`config.mk`:
```
export PLATFORM = sky130hd
export DESIGN_NAME = systolic_tile_ctrl
export DESIGN_NICKNAME = d
export VERILOG_FILES = /design/src/rtl/systolic_tile_ctrl.sv
export SDC_FILE = /design/constraint.sdc
export NUM_CORES = 1
export LEC_CHECK = 0
export BUFFER_PORTS_ARGS = -buffer_cell sky130_fd_sc_hd__buf_2
export CAP_MARGIN = 20
export CORE_AREA = 5 5 296 298
export CTS_CLUSTER_DIAMETER = 30
export DETAILED_ROUTE_END_ITERATION = 7
export DIE_AREA = 0 0 301 303
export PLACE_DENSITY = 0.37
export SYNTH_ARGS = -nofsm -noshare
export SYNTH_HDL_FRONTEND = slang
export SYNTH_SLANG_ARGS = --single-unit
```
`constraint.sdc`:
```
create_clock -name clk -period 3.9 [get_ports clk]
set_input_delay 0.195 -clock clk [delete_from_list [all_inputs] [get_ports clk]]
set_output_delay 0.195 -clock clk [all_outputs]
set_load 0.02 [all_outputs]
```
`src/rtl/systolic_tile_ctrl.sv`:
```
// Tile scheduler for a weight-stationary systolic MAC array.
// Walks output-column and reduction tiles, skews activations, collects results.
module systolic_tile_ctrl #(
   parameter int LEN     = 5,
   parameter int WIDTH   = 4,
   parameter int BW_ACT  = 8,
   parameter int BW_WET  = 8,
   parameter int BW_ACCU = 32,
   parameter int IA_H    = 100,
   parameter int IA_W    = 150,
   parameter int OA_W    = 16,
   parameter int RES_LAT = 6,
   parameter int ROW_W   = $clog2(IA_H),
   parameter int COL_W   = $clog2(IA_W)
) (
   input  logic                          clk,
   input  logic                          reset,
   input  logic                          start,
   input  logic                          abort,
   output logic                          busy,
   output logic                          done,
   output logic                          wet_rd_en,
   output logic [COL_W-1:0]              wet_rd_row,
   output logic [COL_W-1:0]              wet_rd_col,
   input  logic [LEN*WIDTH*BW_WET-1:0]   wet_rd_data,
   output logic [LEN-1:0]                act_rd_en,
   output logic [LEN*ROW_W-1:0]          act_rd_row,
   output logic [COL_W-1:0]              act_rd_col,
   input  logic [LEN*BW_ACT-1:0]         act_rd_data,
   output logic                          pe_mac_enable,
   output logic                          pe_clear_acc,
   output logic [LEN*BW_ACT-1:0]         pe_act_in,
   output logic [LEN*WIDTH*BW_WET-1:0]   pe_wet_in,
   input  logic [WIDTH*BW_ACCU-1:0]      pe_result_in,
   output logic [WIDTH-1:0]              out_wr_en,
   output logic [WIDTH*ROW_W-1:0]        out_wr_row,
   output logic [COL_W-1:0]              out_wr_col,
   output logic                          out_wr_accum,
   output logic [WIDTH*BW_ACCU-1:0]      out_wr_data
);

   localparam int TM       = OA_W / WIDTH;
   localparam int TI       = IA_W / LEN;
   localparam int P        = RES_LAT + IA_H + WIDTH + 2;
   localparam int CW       = $clog2(P);
   localparam int FEED_END = IA_H + LEN - 1;
   localparam int COL_BEG  = RES_LAT + 2;
   localparam int COL_END  = P - 2;

   typedef enum logic [2:0] {
      IDLE, WLOAD, FEED, DRAIN, CLEAR, DONE, ACLR
   } state_t;

   state_t            state_q, state_d;
   logic [CW-1:0]     cyc_q, cyc_d;
   logic [COL_W-1:0]  m_q, i_q;
   logic              wet_en_q;
   logic [LEN-1:0]    act_en_q;
   logic              last_tile;
   logic              run;
   logic              coll;
   int                j;
   int                s;

   assign last_tile = (m_q == COL_W'(TM - 1)) && (i_q == COL_W'(TI - 1));
   assign run       = (state_q == FEED) || (state_q == DRAIN);
   assign j         = int'(cyc_q) - 1;
   assign s         = int'(cyc_q) - COL_BEG;
   assign coll      = run && (s >= 0) && (int'(cyc_q) <= COL_END);
   assign busy      = (state_q != IDLE);
   assign done      = (state_q == DONE);
   assign out_wr_data = pe_result_in;

   // State, step counter and tile indices.
   always_ff @(posedge clk or negedge reset) begin
      if (!reset) begin
         state_q <= IDLE;
         cyc_q   <= '0;
         m_q     <= '0;
         i_q     <= '0;
      end else begin
         state_q <= state_d;
         cyc_q   <= cyc_d;
         if (abort && state_q != IDLE) begin
            m_q <= '0;
            i_q <= '0;
         end else if (state_q == CLEAR) begin
            if (i_q == COL_W'(TI - 1)) begin
               i_q <= '0;
               m_q <= (m_q == COL_W'(TM - 1)) ? '0 : m_q + 1'b1;
            end else begin
               i_q <= i_q + 1'b1;
            end
         end
      end
   end

   // Next-state sequencing through one tile; abort diverts to a clear cycle.
   always_comb begin
      state_d = state_q;
      cyc_d   = '0;
      unique case (state_q)
         IDLE:  if (start && !abort) state_d = WLOAD;
         WLOAD: begin
            state_d = FEED;
            cyc_d   = cyc_q + 1'b1;
         end
         FEED: begin
            cyc_d = cyc_q + 1'b1;
            if (int'(cyc_q) == FEED_END) state_d = DRAIN;
         end
         DRAIN: begin
            cyc_d = cyc_q + 1'b1;
            if (int'(cyc_q) == COL_END) state_d = CLEAR;
         end
         CLEAR: state_d = last_tile ? DONE : WLOAD;
         DONE:  state_d = IDLE;
         ACLR:  state_d = IDLE;
         default: state_d = IDLE;
      endcase
      if (abort && state_q != IDLE && state_q != ACLR) begin
         state_d = ACLR;
         cyc_d   = '0;
      end
   end

   // Read requests, array control and write strobes decoded from the step.
   always_comb begin
      wet_rd_en     = 1'b0;
      wet_rd_row    = '0;
      wet_rd_col    = '0;
      act_rd_en     = '0;
      act_rd_row    = '0;
      act_rd_col    = '0;
      out_wr_en     = '0;
      out_wr_row    = '0;
      out_wr_col    = '0;
      out_wr_accum  = 1'b0;
      pe_mac_enable = run && (cyc_q >= CW'(2)) && (int'(cyc_q) <= COL_END);
      pe_clear_acc  = (state_q == CLEAR) || (state_q == ACLR);
      if (state_q == WLOAD) begin
         wet_rd_en  = 1'b1;
         wet_rd_row = COL_W'(int'(i_q) * LEN);
         wet_rd_col = COL_W'(int'(m_q) * WIDTH);
      end
      if (state_q == FEED) begin
         act_rd_col = COL_W'(int'(i_q) * LEN);
         for (int n = 0; n < LEN; n++) begin
            if (j >= n && j <= n + IA_H - 1) begin
               act_rd_en[n] = 1'b1;
               act_rd_row[n*ROW_W +: ROW_W] = ROW_W'(j - n);
            end
         end
      end
      if (coll) begin
         out_wr_col   = COL_W'(int'(m_q) * WIDTH);
         out_wr_accum = (i_q != '0);
         for (int p = 0; p < WIDTH; p++) begin
            if (s >= p && s <= p + IA_H - 1) begin
               out_wr_en[p] = 1'b1;
               out_wr_row[p*ROW_W +: ROW_W] = ROW_W'(s - p);
            end
         end
      end
   end

   // Track read-data validity and hold the weight block for the tile.
   always_ff @(posedge clk or negedge reset) begin
      if (!reset) begin
         wet_en_q  <= 1'b0;
         act_en_q  <= '0;
         pe_wet_in <= '0;
      end else begin
         wet_en_q <= wet_rd_en;
         act_en_q <= act_rd_en;
         if (wet_en_q) pe_wet_in <= wet_rd_data;
      end
   end

   // Skewed activations: lanes without a valid read are zeroed.
   always_comb begin
      pe_act_in = '0;
      for (int n = 0; n < LEN; n++) begin
         if (act_en_q[n]) pe_act_in[n*BW_ACT +: BW_ACT] = act_rd_data[n*BW_ACT +: BW_ACT];
      end
   end

endmodule

```
# Word level (Yosys, flattened, before mapping)
# Cells that the tools add are included.
# op_classes
add_sub_neg	12
n_mul	1
order_cmp	20
eq_ne	14
mux	48
reduce_logical	28
# op_table
cell	n
$mux W8	16
$mux W7	11
$le A8 B8 Y1 const B	9
$mux W35	1
$ge A8 B3 Y1 const B	4
$mux W28	1
$sub A7 B3 Y7 const B	4
$logic_and A1 B1 Y1	17
$add A8 B1 Y8 const B	2
$ge A8 B1 Y1 const B	2
$ge A8 B2 Y1 const B	2
$mux W3	5
$pmux W3 S5	1
$eq A7 B6 Y1 const B	2
$sub A7 B2 Y7 const B	2
$mux W1	11
$eq A3 B3 Y1 const B	3
$eq A8 B2 Y1 const B	1
$eq A8 B5 Y1 const B	1
$ge A8 B4 Y1 const B	1
$mul A8 B3 Y8 const B	1
$reduce_bool A8 Y1	1
$sub A7 B1 Y8 const B	1
$sub A7 B4 Y8 const B	1
18 further kinds	23
# word_totals
ff_bits	192
in_bits	332
out_inout_bits	438
word_cells	130

# Depth between registers and ports, before layout
# Gate-level depths: netlist of the first run.
# depth
ltp_word	5
mapped_depth	12
ltp_nobuf	10

# Worst setup path after synthesis of the first run
# OpenSTA, ideal clock, no wires.
# synth_timing
kind	register to output
startpoint	register cyc_q[1]
endpoint	output port act_rd_row[17]
t_arrival_ns	3.426
required_ns	3.705
setup_slack_ns	0.279
path_stages_with_launch	12
n_path_buf	1
cell_sequence	dfrtp_1 inv_1 ha_1 a21boi_2 xnor2_1 inv_2 ha_1 buf_1 and2_1 o2111ai_1 o22ai_1 nor4b_1
# synth_between
elab_chain_cells	5
word_cells_on_any_way	7
cone_classes	add/sub: 2; order compare: 2; mux: 2; reduce/logical: 1
# synth_lines
element	line	rtl
start, declared	55	logic [CW-1:0] cyc_q, cyc_d;
start signal, assigned	83	cyc_q <= cyc_d;
$sub A7 B1 Y8 (*)	67	assign j = int'(cyc_q) - 1;
$ge A8 B3 Y1 or $le A8 B8 Y1 (tied branches)	149	if (j >= n && j <= n + IA_H - 1) begin
$logic_and A1 B1 Y1	149	
$mux W7 (*)	149	
$mux W35 (*)	146	if (state_q == FEED) begin
end, declared	27	output logic [LEN*ROW_W-1:0] act_rd_row,
# Every way passes the cells marked *; elsewhere a longest branch is shown, timed or not.

# Worst setup path after layout of the first run
# layout_timing
startpoint	register cyc_q[1]
endpoint	output port act_rd_row[9]
# layout_between
elab_chain_cells	5
word_cells_on_any_way	7
cone_classes	add/sub: 2; order compare: 2; mux: 2; reduce/logical: 1
# layout_lines
element	line
$sub A7 B1 Y8 (*)	67
$ge A8 B2 Y1 or $le A8 B8 Y1 (tied branches)	149
$logic_and A1 B1 Y1	149
$mux W7 (*)	149
$mux W35 (*)	146
# Marks and branches as above.

==> impl_metrics.json, run 1 <==
{
  "cts_buffers": 17,
  "drt-initial-drc-count": 424,
  "antenna_found_initial": 4,
  "drc": 0,
  "vdd_drop_max_v": 0.0003066,
  "initial_utilization_pct": 12.75,
  "post_drt_via_cell_ratio": 3.542,
  "fp.dieH_um": 303,
  "top_layer": "met5",
  "slowest_stage": "dfrtp_2",
  "maxSlewHeadroom_pct": 33.94,
  "grt_pass1_vias": 10120,
  "intPower_uw": 5961,
  "die_w_um": 301,
  "cp_max_fo": 10,
  "grt_usage_pct": 9.217,
  "grt_max_degree": 77,
  "netlist_area_sq_um": 10790,
  "hold_class": "input port to flop",
  "power.density_nw_per_um2": 674.8,
  "clk_latency_ns": 0.49,
  "synth-seq-cells": 192,
  "yosysTopAreaCellShare_pct": 44.53,
  "drt-total-wl_um": 44030,
  "p_sw_uw": 4964,
  "grt_first_pass_wirelength_um": 64050,
  "post-place-ws_ns": 0.2880,
  "cp.depth": 11,
  "reg2reg_from": "cyc_q[1]$_DFF_PN0_",
  "ys.flop_type": "dfrtp_1",
  "path_buf_inv": 3,
  "hpwl_um": 34130,
  "wire_per_inst_um": 16.33,
  "routabilityCongestion": 0.8206,
  "period_minus_slack_ns": 3.673,
  "numClockSinks": 192,
  "row_count": 107,
  "r2r_end": "act_en_q[3]$_DFF_PN0_",
  "clkTransAtPathRegs_ns": 0.09,
  "cts_setup_buffers": 0,
  "fmax_mhz": 272.3,
  "tightestPinTransition_ns": 0.9824,
  "rr_worst_depth": 8,
  "setup_viol": 0,
  "wl_met3_um": 3662,
  "max_cap_violations": 0,
  "yosysTopAreaCell": "dfrtp_1",
  "cp.arrival_ns": 3.48,
  "end_kind": "primary output",
  "portBuffers": 509,
  "m1WireLength_um": 18130,
  "slowest_delay_ns": 0.49,
  "ys_warn_count": 0,
  "path_delay_family": "simple AND/OR/NAND/NOR gates",
  "synthTopCellsByArea": "dfrtp_1 (45%), mux2_2 (17%), buf_4 (9.3%)",
  "cts_root_buf": "clkbuf_16",
  "avgSynthCellArea_sq_um": 10.87,
  "period_share_pct": 94.17,
  "synth_edf_count": 0,
  "final_util_pct": 19.13,
  "final_nets": 1906,
  "drt_first_pass_iters": 4,
  "drive_gt1_share_pct": 48.97,
  "status": "completed",
  "h-tree-depth": 4,
  "worst_setup_path_start_kind": "flop",
  "cts_tree": "built",
  "synth_cell_types": 65,
  "route.met2.wl_um": 21180,
  "fin_ws_ns": 0.2273,
  "rsz0062_at_grt": "false",
  "grt.overflow.total": 0,
  "ant_nets": 0,
  "tns_ns": 0,
  "cts_max_path_buffers": 2,
  "core_region_area_sq_um": 84610,
  "required_ns": 3.70,
  "clock_skew_ns": 0.01321,
  "startpoint": "cyc_q[1]$_DFF_PN0_",
  "hold_viol": 0,
  "path_class": "flop to primary output",
  "cp_cell_sequence": "inv_2 -> ha_2 -> a21boi_2 -> xnor2_1 -> inv_2 -> ha_2 -> nand2_1 -> or4_1 -> o221ai_4 -> nor3_1 -> buf_2",
  "r2r_slack_ns": 0.96,
  "async_reset_ff_share_pct": 100.0,
  "synthCells": 993,
  "crit_end": "act_rd_row[9]",
  "synth_seq_area_share_pct": 44.53,
  "via_count": 9554,
  "power_switching_share_pct": 45.44,
  "drv_slew": 0,
  "pwr-share-clk_pct": 17.3,
  "io_pins": 770,
  "pwr-share-seq_pct": 32.1,
  "p_leak_uw": 0.007663,
  "syn_to_final_growth_pct": 50.03,
  "die-area_sq_um": 91200,
  "pwr-share-comb_pct": 50.6
}
[synth_stat cells (all sizes together) (4+ instances only)]
cell and count:
nand2b 7, a21oi 12, nor4 9, nand4 4
xor2 11, a31oi 4, and3 8, o31ai 8
and2 59, o21ai 27, clkbuf 33, nand3 18
dfrtp 192, a21o 4, or4 4, a211oi 11
inv 27, nor2 66, nor2b 8, buf 140
or3 8, xnor2 29, ha 34, nor3 44
mux2 161, nand2 22
[cells by family (layout without fill, tap and decap cells)]
kind of cell	Yosys count	count (layout)	share of synthesized area, %
compound gates	90	90	5.856
xor+xnor	40	40	3.386
fa+ha+maj	35	35	4.128
buf+inv	202	758	11.71
flops	192	192	44.53
mux	164	164	17.08
other cells	1	5	0.03475
simple gates	269	269	13.28
[cells in the final DEF (no fill, tap or decap), types with 10 or more instances in the layout]
master         netlist  layout
mux2_2             161     161
nand3_1             18      18
dlygate4sd3_1        0     162
buf_2                5     508
dfrtp_1            192     189
xor2_1              10      10
buf_4              133      23
a211oi_1            11      11
a21oi_1             12      10
xnor2_1             28      27
clkbuf_16            0      17
inv_1               25      23
o21ai_0             25      25
nor3_1              44      43
nand2_1             22      22
and2_1              59      59
ha_1                34      31
nor2_1              66      66
[registers in the layout, summed over array words and instances, names as in the netlist]
signal	count
m_q	8
cyc_q	7
wet_en_q	1
act_en_q	5
state_q	3
i_q	8
pe_wet_in	160
[tightest hold or removal path, cell delays in order]
cell and delay, ns:
buf_2 0.09, nor3_1 0.04, nor3_1 0.12, a31oi_1 0.06
nor2_1 0.08
[metal layers]
| layer | global-route usage, % | up-vias |
|---|---|---|
| met3 | 3.442 | 64 |
| met1 | 10.96 | 4659 |
| met4 | 3.435 | 2 |
| met5 | 0 | - |
| met2 | 15.25 | 446 |
| li1 | - | 4383 |
[cell type report]
class	count	area, sq um
repair buffers	697	4410
inverters	29	112.6
well taps	1144	1431
clock buffers	18	439.2
multi-input cells	602	4805
clock inverters	14	177.7
flip-flops and latches	192	4811
fillers	9408	68420
diodes	1	2.502
[how the worst min path moves through the flow]
| stage | from | to | slack (ns) | cells after the start |
|---|---|---|---|---|
| 3_3_place_gp | reset | pe_wet_in[86]$_DFFE_PN0P_ | 0.26 | 1 |
| 4_1_cts | start | state_q[0]$_DFFE_PN0P_ | 0.05 | 5 |
| 3_5_place_dp | reset | pe_wet_in[70]$_DFFE_PN0P_ | 0.27 | 1 |
| 2_1_floorplan | reset | act_en_q[0]$_DFF_PN0_ | -0.10 | 0 |
| 6_report | start | state_q[0]$_DFFE_PN0P_ | 0.13 | 5 |
| 5_1_grt | start | state_q[0]$_DFFE_PN0P_ | 0.14 | 5 |
[power by group through the flow]
stage | combinational [uW] | clock, uW | sequential, uW
4_1_cts | 5580 | 2010 | 3520
5_1_grt | 5910 | 2070 | 3650
2_1_floorplan | 2510 | 0 | 4410
3_3_place_gp | 5400 | 0 | 3540
6_report | 5530 | 1890 | 3510
3_5_place_dp | 5400 | 0 | 3560
[stage by stage]
stage / cells / instance area, sq um / hold slack [ns] / power [uW]
4_1_cts: 2696 / 16150 / 0.05263 / 11110
3_5_place_dp: 2502 / 13880 / 0.2675 / 8958
2_1_floorplan: 996 / 10800 / -0.1006 / 6919
5_1_grt: 2696 / 16190 / 0.1369 / 11630
6_report: 2697 / 16190 / 0.1268 / 10930
3_3_place_gp: 2502 / 13880 / 0.2560 / 8938
[what timing repair did]
action	CTS	global route
endpoints found under the setup margin	35	49
endpoints found under the hold margin	227	0
gates resized for setup	7	11
pin swaps	0	1
hold buffers	162	0
(Power assumes the default switching activity.)
==> run 2: changes to the inputs <==
--- a/config.mk
+++ b/config.mk
@@ -11,7 +11,9 @@
 export CTS_CLUSTER_DIAMETER = 30
 export DETAILED_ROUTE_END_ITERATION = 7
 export DIE_AREA = 0 0 301 303
+export GPL_TIMING_DRIVEN = 0
 export PLACE_DENSITY = 0.37
+export SLEW_MARGIN = 0
 export SYNTH_ARGS = -nofsm -noshare
 export SYNTH_HDL_FRONTEND = slang
 export SYNTH_SLANG_ARGS = --single-unit
==> run 2 against run 1 <==
Net effect:
- combinational power grew 9.6%
- via count grew 10%
- maximum frequency down 1.9%
- core utilization rose by 2.2 points
- global-route usage is 0.45 points higher
- clock power about the same
- clock skew rose by 0.014 ns
==> impl_metrics.json, run 2 (same netlist as run 1, synthesis figures left out) <==
{
  "period_share_pct": 96.04,
  "drv_slew": 0,
  "h-tree-depth": 4,
  "end_kind": "primary output",
  "antenna_found_initial": 3,
  "hpwl_um": 38800,
  "period_minus_slack_ns": 3.745,
  "fmax_mhz": 267.0,
  "max_cap_violations": 0,
  "path_delay_family": "buffers and inverters",
  "cts_root_buf": "clkbuf_16",
  "drt_first_pass_iters": 5,
  "final_util_pct": 21.33,
  "cts_buffers": 17,
  "rsz0062_at_grt": "false",
  "cts_max_path_buffers": 2,
  "slowest_delay_ns": 0.51,
  "grt_pass1_vias": 10910,
  "largest_reg_flops": 160,
  "vdd_drop_max_v": 0.0002609,
  "hold_viol": 0,
  "maxSlewHeadroom_pct": 34.59,
  "fin_ws_ns": 0.1546,
  "grt_usage_pct": 9.669,
  "cp.arrival_ns": 3.55,
  "tightestPinTransition_ns": 0.9728,
  "clkTransAtPathRegs_ns": 0.08,
  "post_drt_via_cell_ratio": 3.527,
  "grt_max_degree": 74,
  "setup_viol": 0,
  "die_w_um": 301,
  "ant_nets": 0,
  "fillCellCount": 9356,
  "slowest_stage": "dfrtp_2",
  "final_nets": 2188,
  "row_count": 107,
  "drt-initial-drc-count": 666,
  "initial_utilization_pct": 12.75,
  "drive_gt1_share_pct": 55.94,
  "worst_setup_path_start_kind": "flop",
  "wire_per_inst_um": 16.04,
  "drt-total-wl_um": 47780,
  "cts_tree": "built",
  "p_leak_uw": 0.008824,
  "portBuffers": 636,
  "io_pins": 770,
  "final_common_cell": "buf_2",
  "routabilityCongestion": 0.8292,
  "via_count": 10510,
  "grt.overflow.total": 0,
  "total_power_uw": 11340,
  "fp.dieH_um": 303,
  "mostFrequentLayoutCells": "buf_2 (640), dfrtp_1 (189), mux2_2 (161), dlygate4sd3_1 (161), buf_4 (141)",
  "clk_latency_ns": 0.49,
  "numClockSinks": 192,
  "path_class": "flop to primary output",
  "cp_max_fo": 12,
  "power.density_nw_per_um2": 628.0,
  "top_register": "pe_wet_in",
  "clock_skew_ns": 0.02760,
  "final_cell_area_sq_um": 18050,
  "syn_to_final_growth_pct": 67.28,
  "hold_class": "input port to flop",
  "crit_top_cell": "ha_4",
  "path_buf_inv": 4,
  "cp_cell_sequence": "clkinvlp_4 -> buf_4 -> ha_4 -> xor2_4 -> clkinv_4 -> ha_4 -> and2_1 -> o2111ai_1 -> o22ai_4 -> nor4b_1 -> buf_2",
  "reg_top3": "pe_wet_in: 160 flops, i_q: 8 flops, m_q: 8 flops",
  "dpl-instance-area_sq_um": 15490,
  "post-place-ws_ns": -1.083,
  "drc": 0,
  "die-area_sq_um": 91200,
  "core_region_area_sq_um": 84610,
  "required_ns": 3.70,
  "status": "completed",
  "grt_first_pass_wirelength_um": 67790
}
[run 2: layer usage]
| metal | share of wire, % | routed length [um] | vias up | global-route usage, % |
|---|---|---|---|---|
| li1 | - | - | 4960 | - |
| met1 | 41 | 19520 | 5079 | 11.82 |
| met2 | 51 | 24310 | 428 | 16.73 |
| met3 | 6.4 | 3069 | 41 | 2.397 |
| met4 | 1.9 | 886 | 0 | 3.160 |
| met5 | 0 | 0 | - | 0 |
[run 2: timing repair]
action                                  4_1_cts  5_1_grt
pin swaps                                     2        3
setup buffers                                 6        3
gates resized for setup                      46       11
endpoints found under the setup margin       69       44
endpoints found under the hold margin       228        0
hold buffers                                161        0
[run 2: stage by stage]
stage,TNS [ns],cells,hold slack [ns]
after detailed placement,-32.49,2778,0.1316
after CTS,0,2975,0.07548
after global routing,0,2979,0.1230
after global placement,-183.82,2776,0.4294
after floorplan,0,996,-0.1006
final,0,2979,0.1355
[run 2: worst paths after layout]
kind / startpoint / to / slack (ns) / depth (start not counted)
worst max-delay path: cyc_q[1]$_DFF_PN0_ / act_rd_row[18] / 0.15 / 11
worst min-delay path: abort / state_q[0]$_DFFE_PN0P_ / 0.14 / 2
worst max register to register: cyc_q[1]$_DFF_PN0_ / act_en_q[1]$_DFF_PN0_ / 0.95 / 10
worst min register to register: pe_wet_in[57]$_DFFE_PN0P_ / pe_wet_in[57]$_DFFE_PN0P_ / 0.50 / 1
max in group asynchronous: reset / cyc_q[4]$_DFF_PN0_ / 2.54 / 4
min in group asynchronous: reset / pe_wet_in[157]$_DFFE_PN0P_ / 0.20 / 2
[run 2: area by class of cell]
type	count	area, sq um	share of cell area [%]
Antenna cell	1	2.502	0.01386
Buffer	171	1166	6.461
Clock buffer	18	429.2	2.378
Clock inverter	14	176.4	0.9774
Inverter	29	133.9	0.7417
Multi-Input combinational cell	602	4975	27.56
Sequential cell	192	4808	26.64
Tap cell	1144	1431	7.930
Timing Repair Buffer	808	4927	27.30
[run 2: report_power, final]
group | switching [uW] | leakage [uW] | internal (uW)
logic | 3680 | 0.00618 | 2380
registers | 519 | 0.00236 | 2890
clock network | 989 | 0.000284 | 878
total | 5190 | 0.00882 | 6140
==> run 3: changes to the inputs <==
--- a/config.mk
+++ b/config.mk
@@ -5,12 +5,13 @@
 export SDC_FILE = /design/constraint.sdc
 export NUM_CORES = 1
 export LEC_CHECK = 0
+export ABC_AREA = 1
 export BUFFER_PORTS_ARGS = -buffer_cell sky130_fd_sc_hd__buf_2
 export CAP_MARGIN = 20
-export CORE_AREA = 5 5 296 298
+export CORE_AREA = 5 5 297 299
 export CTS_CLUSTER_DIAMETER = 30
 export DETAILED_ROUTE_END_ITERATION = 7
-export DIE_AREA = 0 0 301 303
+export DIE_AREA = 0 0 302 304
 export GPL_TIMING_DRIVEN = 0
 export PLACE_DENSITY = 0.37
 export SLEW_MARGIN = 0
==> run 3 against run 2 <==
Net effect:
- cell count is 3.4% higher
- clock skew is 0.0099 ns lower
- critical endpoint is now act_rd_row[13]
- worst setup slack better by 0.12 ns
- global-route usage is 0.12 points lower
- register-to-register slack better by 0.09 ns
- maximum frequency is 3.3% higher
- critical path type unchanged
- count of clock-buffer cells in the layout is 1 lower
- non-clock buffer count is 12 lower
- critical path depth stayed put
- wire length is 3.9% lower
- via count is 0.77% higher
- synthesized area is 0.63% higher
- highest routed layer unchanged
==> impl_metrics.json, run 3 <==
{
  "status": "completed",
  "fmax_mhz": 275.9,
  "slowest_stage": "dfrtp_1",
  "reg_top3": "pe_wet_in: 160 flops, i_q: 8 flops, m_q: 8 flops",
  "grt_pass1_vias": 11210,
  "die-area_sq_um": 91810,
  "reg2reg_from": "cyc_q[1]$_DFF_PN0_",
  "synthTopCellsByArea": "dfrtp_1 (44%), mux2_2 (17%), buf_4 (9.2%)",
  "power.density_nw_per_um2": 630.8,
  "avgSynthCellArea_sq_um": 9.871,
  "fp.dieH_um": 304,
  "required_ns": 3.70,
  "setup_viol": 0,
  "rr_worst_depth": 13,
  "vdd_drop_max_v": 0.0003013,
  "synthCells": 1100,
  "final_util_pct": 20.99,
  "r2r_end": "act_en_q[3]$_DFF_PN0_",
  "grt.overflow.total": 0,
  "grt_first_pass_wirelength_um": 68440,
  "crit_top_cell": "buf_2",
  "via_count": 10590,
  "maxSlewHeadroom_pct": 34.51,
  "final_cell_count_no_fill": 3081,
  "die_w_um": 302,
  "final_nets": 2291,
  "worst_setup_path_start_kind": "flop",
  "hold_class": "input port to flop",
  "h-tree-depth": 4,
  "synth.top_cells.by_count": "dfrtp_1 (192), mux2_2 (160), buf_4 (133)",
  "path_delay_family": "buffers and inverters",
  "startpoint": "cyc_q[1]$_DFF_PN0_",
  "period_minus_slack_ns": 3.625,
  "ys_warn_count": 0,
  "drive_gt1_share_pct": 54.36,
  "fin_ws_ns": 0.2755,
  "drc": 0,
  "crit_end": "act_rd_row[13]",
  "syn_to_final_growth_pct": 64.08,
  "path_class": "flop to primary output",
  "cp.depth": 11,
  "worstHoldStart": "abort",
  "r2r_slack_ns": 1.04,
  "synth-seq-cells": 192,
  "hpwl_um": 37260,
  "dp_cells": 2885,
  "core_region_area_sq_um": 84880,
  "post_drt_via_cell_ratio": 3.437,
  "drt-total-wl_um": 45900,
  "drt-initial-drc-count": 506,
  "fillCellCount": 9483,
  "max_cap_violations": 0,
  "p_leak_uw": 0.009374,
  "cts_max_path_buffers": 2,
  "cts_root_buf": "clkbuf_16",
  "cp.arrival_ns": 3.43,
  "diodes": 0,
  "rsz0062_at_grt": "false",
  "synth_cell_types": 43,
  "yosysMostFrequentCell": "dfrtp_1",
  "post-place-ws_ns": 0.4139,
  "slowest_delay_ns": 0.53,
  "final_common_cell": "buf_2",
  "routabilityCongestion": 0.9032,
  "period_share_pct": 92.94,
  "cp_max_fo": 11,
  "async_reset_ff_share_pct": 100.0,
  "antenna_found_initial": 1,
  "cts_buffers": 17,
  "yosysTopAreaCell": "dfrtp_1",
  "mostFrequentLayoutCells": "buf_2 (648), dfrtp_1 (191), dlygate4sd3_1 (161), mux2_2 (160), buf_4 (137)",
  "ant_nets": 0,
  "top_register": "pe_wet_in",
  "initial_utilization_pct": 12.79,
  "largest_reg_flops": 160,
  "end_kind": "primary output",
  "ys.flop_type": "dfrtp_1",
  "yosysTopAreaCellShare_pct": 44.25,
  "cts_tree": "built",
  "tightestPinTransition_ns": 0.9823,
  "io_pins": 770,
  "drv_slew": 0,
  "row_count": 107,
  "grt_usage_pct": 9.550,
  "synth_seq_area_share_pct": 44.25,
  "numClockSinks": 192,
  "path_buf_inv": 4,
  "portBuffers": 637,
  "whs_ns": 0.1084,
  "clk_latency_ns": 0.48,
  "total_power_uw": 11240,
  "drt_first_pass_iters": 5,
  "hold_viol": 0,
  "grt_max_degree": 98,
  "cp_cell_sequence": "clkinvlp_4 -> ha_1 -> buf_2 -> or2_1 -> nand2_2 -> ha_2 -> inv_1 -> o21ai_0 -> xor2_1 -> nor2_1 -> buf_2",
  "clkTransAtPathRegs_ns": 0.10,
  "clock_skew_ns": 0.01772,
  "wire_per_inst_um": 14.90,
  "synth_edf_count": 0,
  "netlist_area_sq_um": 10860
}
-- run 3: area by class of cell --
class	count	area [sq um]	share of cell area, %
timing repair buffer	803	4867	27.32
sequential	192	4806	26.98
multi-input combinational	630	4483	25.16
tap	1144	1431	8.034
buffer	164	1146	6.433
inverter	116	439.2	2.465
clock buffer	17	425.4	2.388
clock inverter	15	217.7	1.222
-- run 3: per-stage QoR --
stage | cell area, sq um | setup TNS [ns]
after global routing | 17820 | 0
after global placement | 15490 | -180.57
final | 17820 | 0
after floorplan | 10870 | 0
after detailed placement | 15530 | 0
after CTS | 17780 | 0
-- run 3: worst min-delay path, cell delays in order --
cell and delay, ns:
buf_2 0.11, nand2_1 0.14, o21ai_0 0.10
-- run 3: cell families after synthesis --
| kind of cell | synth area share [%] |
|---|---|
| adder cells (fa/ha/maj) | 4.102 |
| other | 0.03454 |
| buffers and inverters | 14.59 |
| AO/OA/AOI/OAI | 3.031 |
| multiplexers | 16.59 |
| AND/OR/NAND/NOR | 14.66 |
| flip-flops | 44.25 |
| XOR/XNOR | 2.743 |
-- run 3: power breakdown --
| group | total, uW | internal [uW] | switching, uW | leakage (uW) |
|---|---|---|---|---|
| clock network | 1980 | 958 | 1020 | 0.000313 |
| logic | 5850 | 2210 | 3640 | 0.00671 |
| registers | 3410 | 2910 | 503 | 0.00235 |
-- run 3: how the worst min path moves through the flow --
stage / to / slack (ns) / depth (start not counted)
finish: state_q[2]$_DFFE_PN0P_ / 0.11 / 3
global route: state_q[2]$_DFFE_PN0P_ / 0.07 / 3
CTS: state_q[2]$_DFFE_PN0P_ / 0.04 / 3
detailed placement: pe_wet_in[23]$_DFFE_PN0P_ / 0.27 / 1
global placement: pe_wet_in[35]$_DFFE_PN0P_ / 0.43 / 2
floorplan: act_en_q[0]$_DFF_PN0_ / -0.10 / 0
-- run 3: routing by layer --
layer / GRT usage (%) / vias up / routed length [um]
met5: 0 / - / 0
met4: 2.818 / 0 / 717
met3: 2.311 / 33 / 3107
met2: 17.10 / 402 / 23300
met1: 11.28 / 5109 / 18780
li1: - / 5045 / -
-- run 3: what timing repair did --
item	in CTS	in global routing
gates resized for setup	2	2
hold buffers	161	0
buffers inserted	0	4
endpoints found under the hold margin	256	0
setup endpoints to repair	12	5
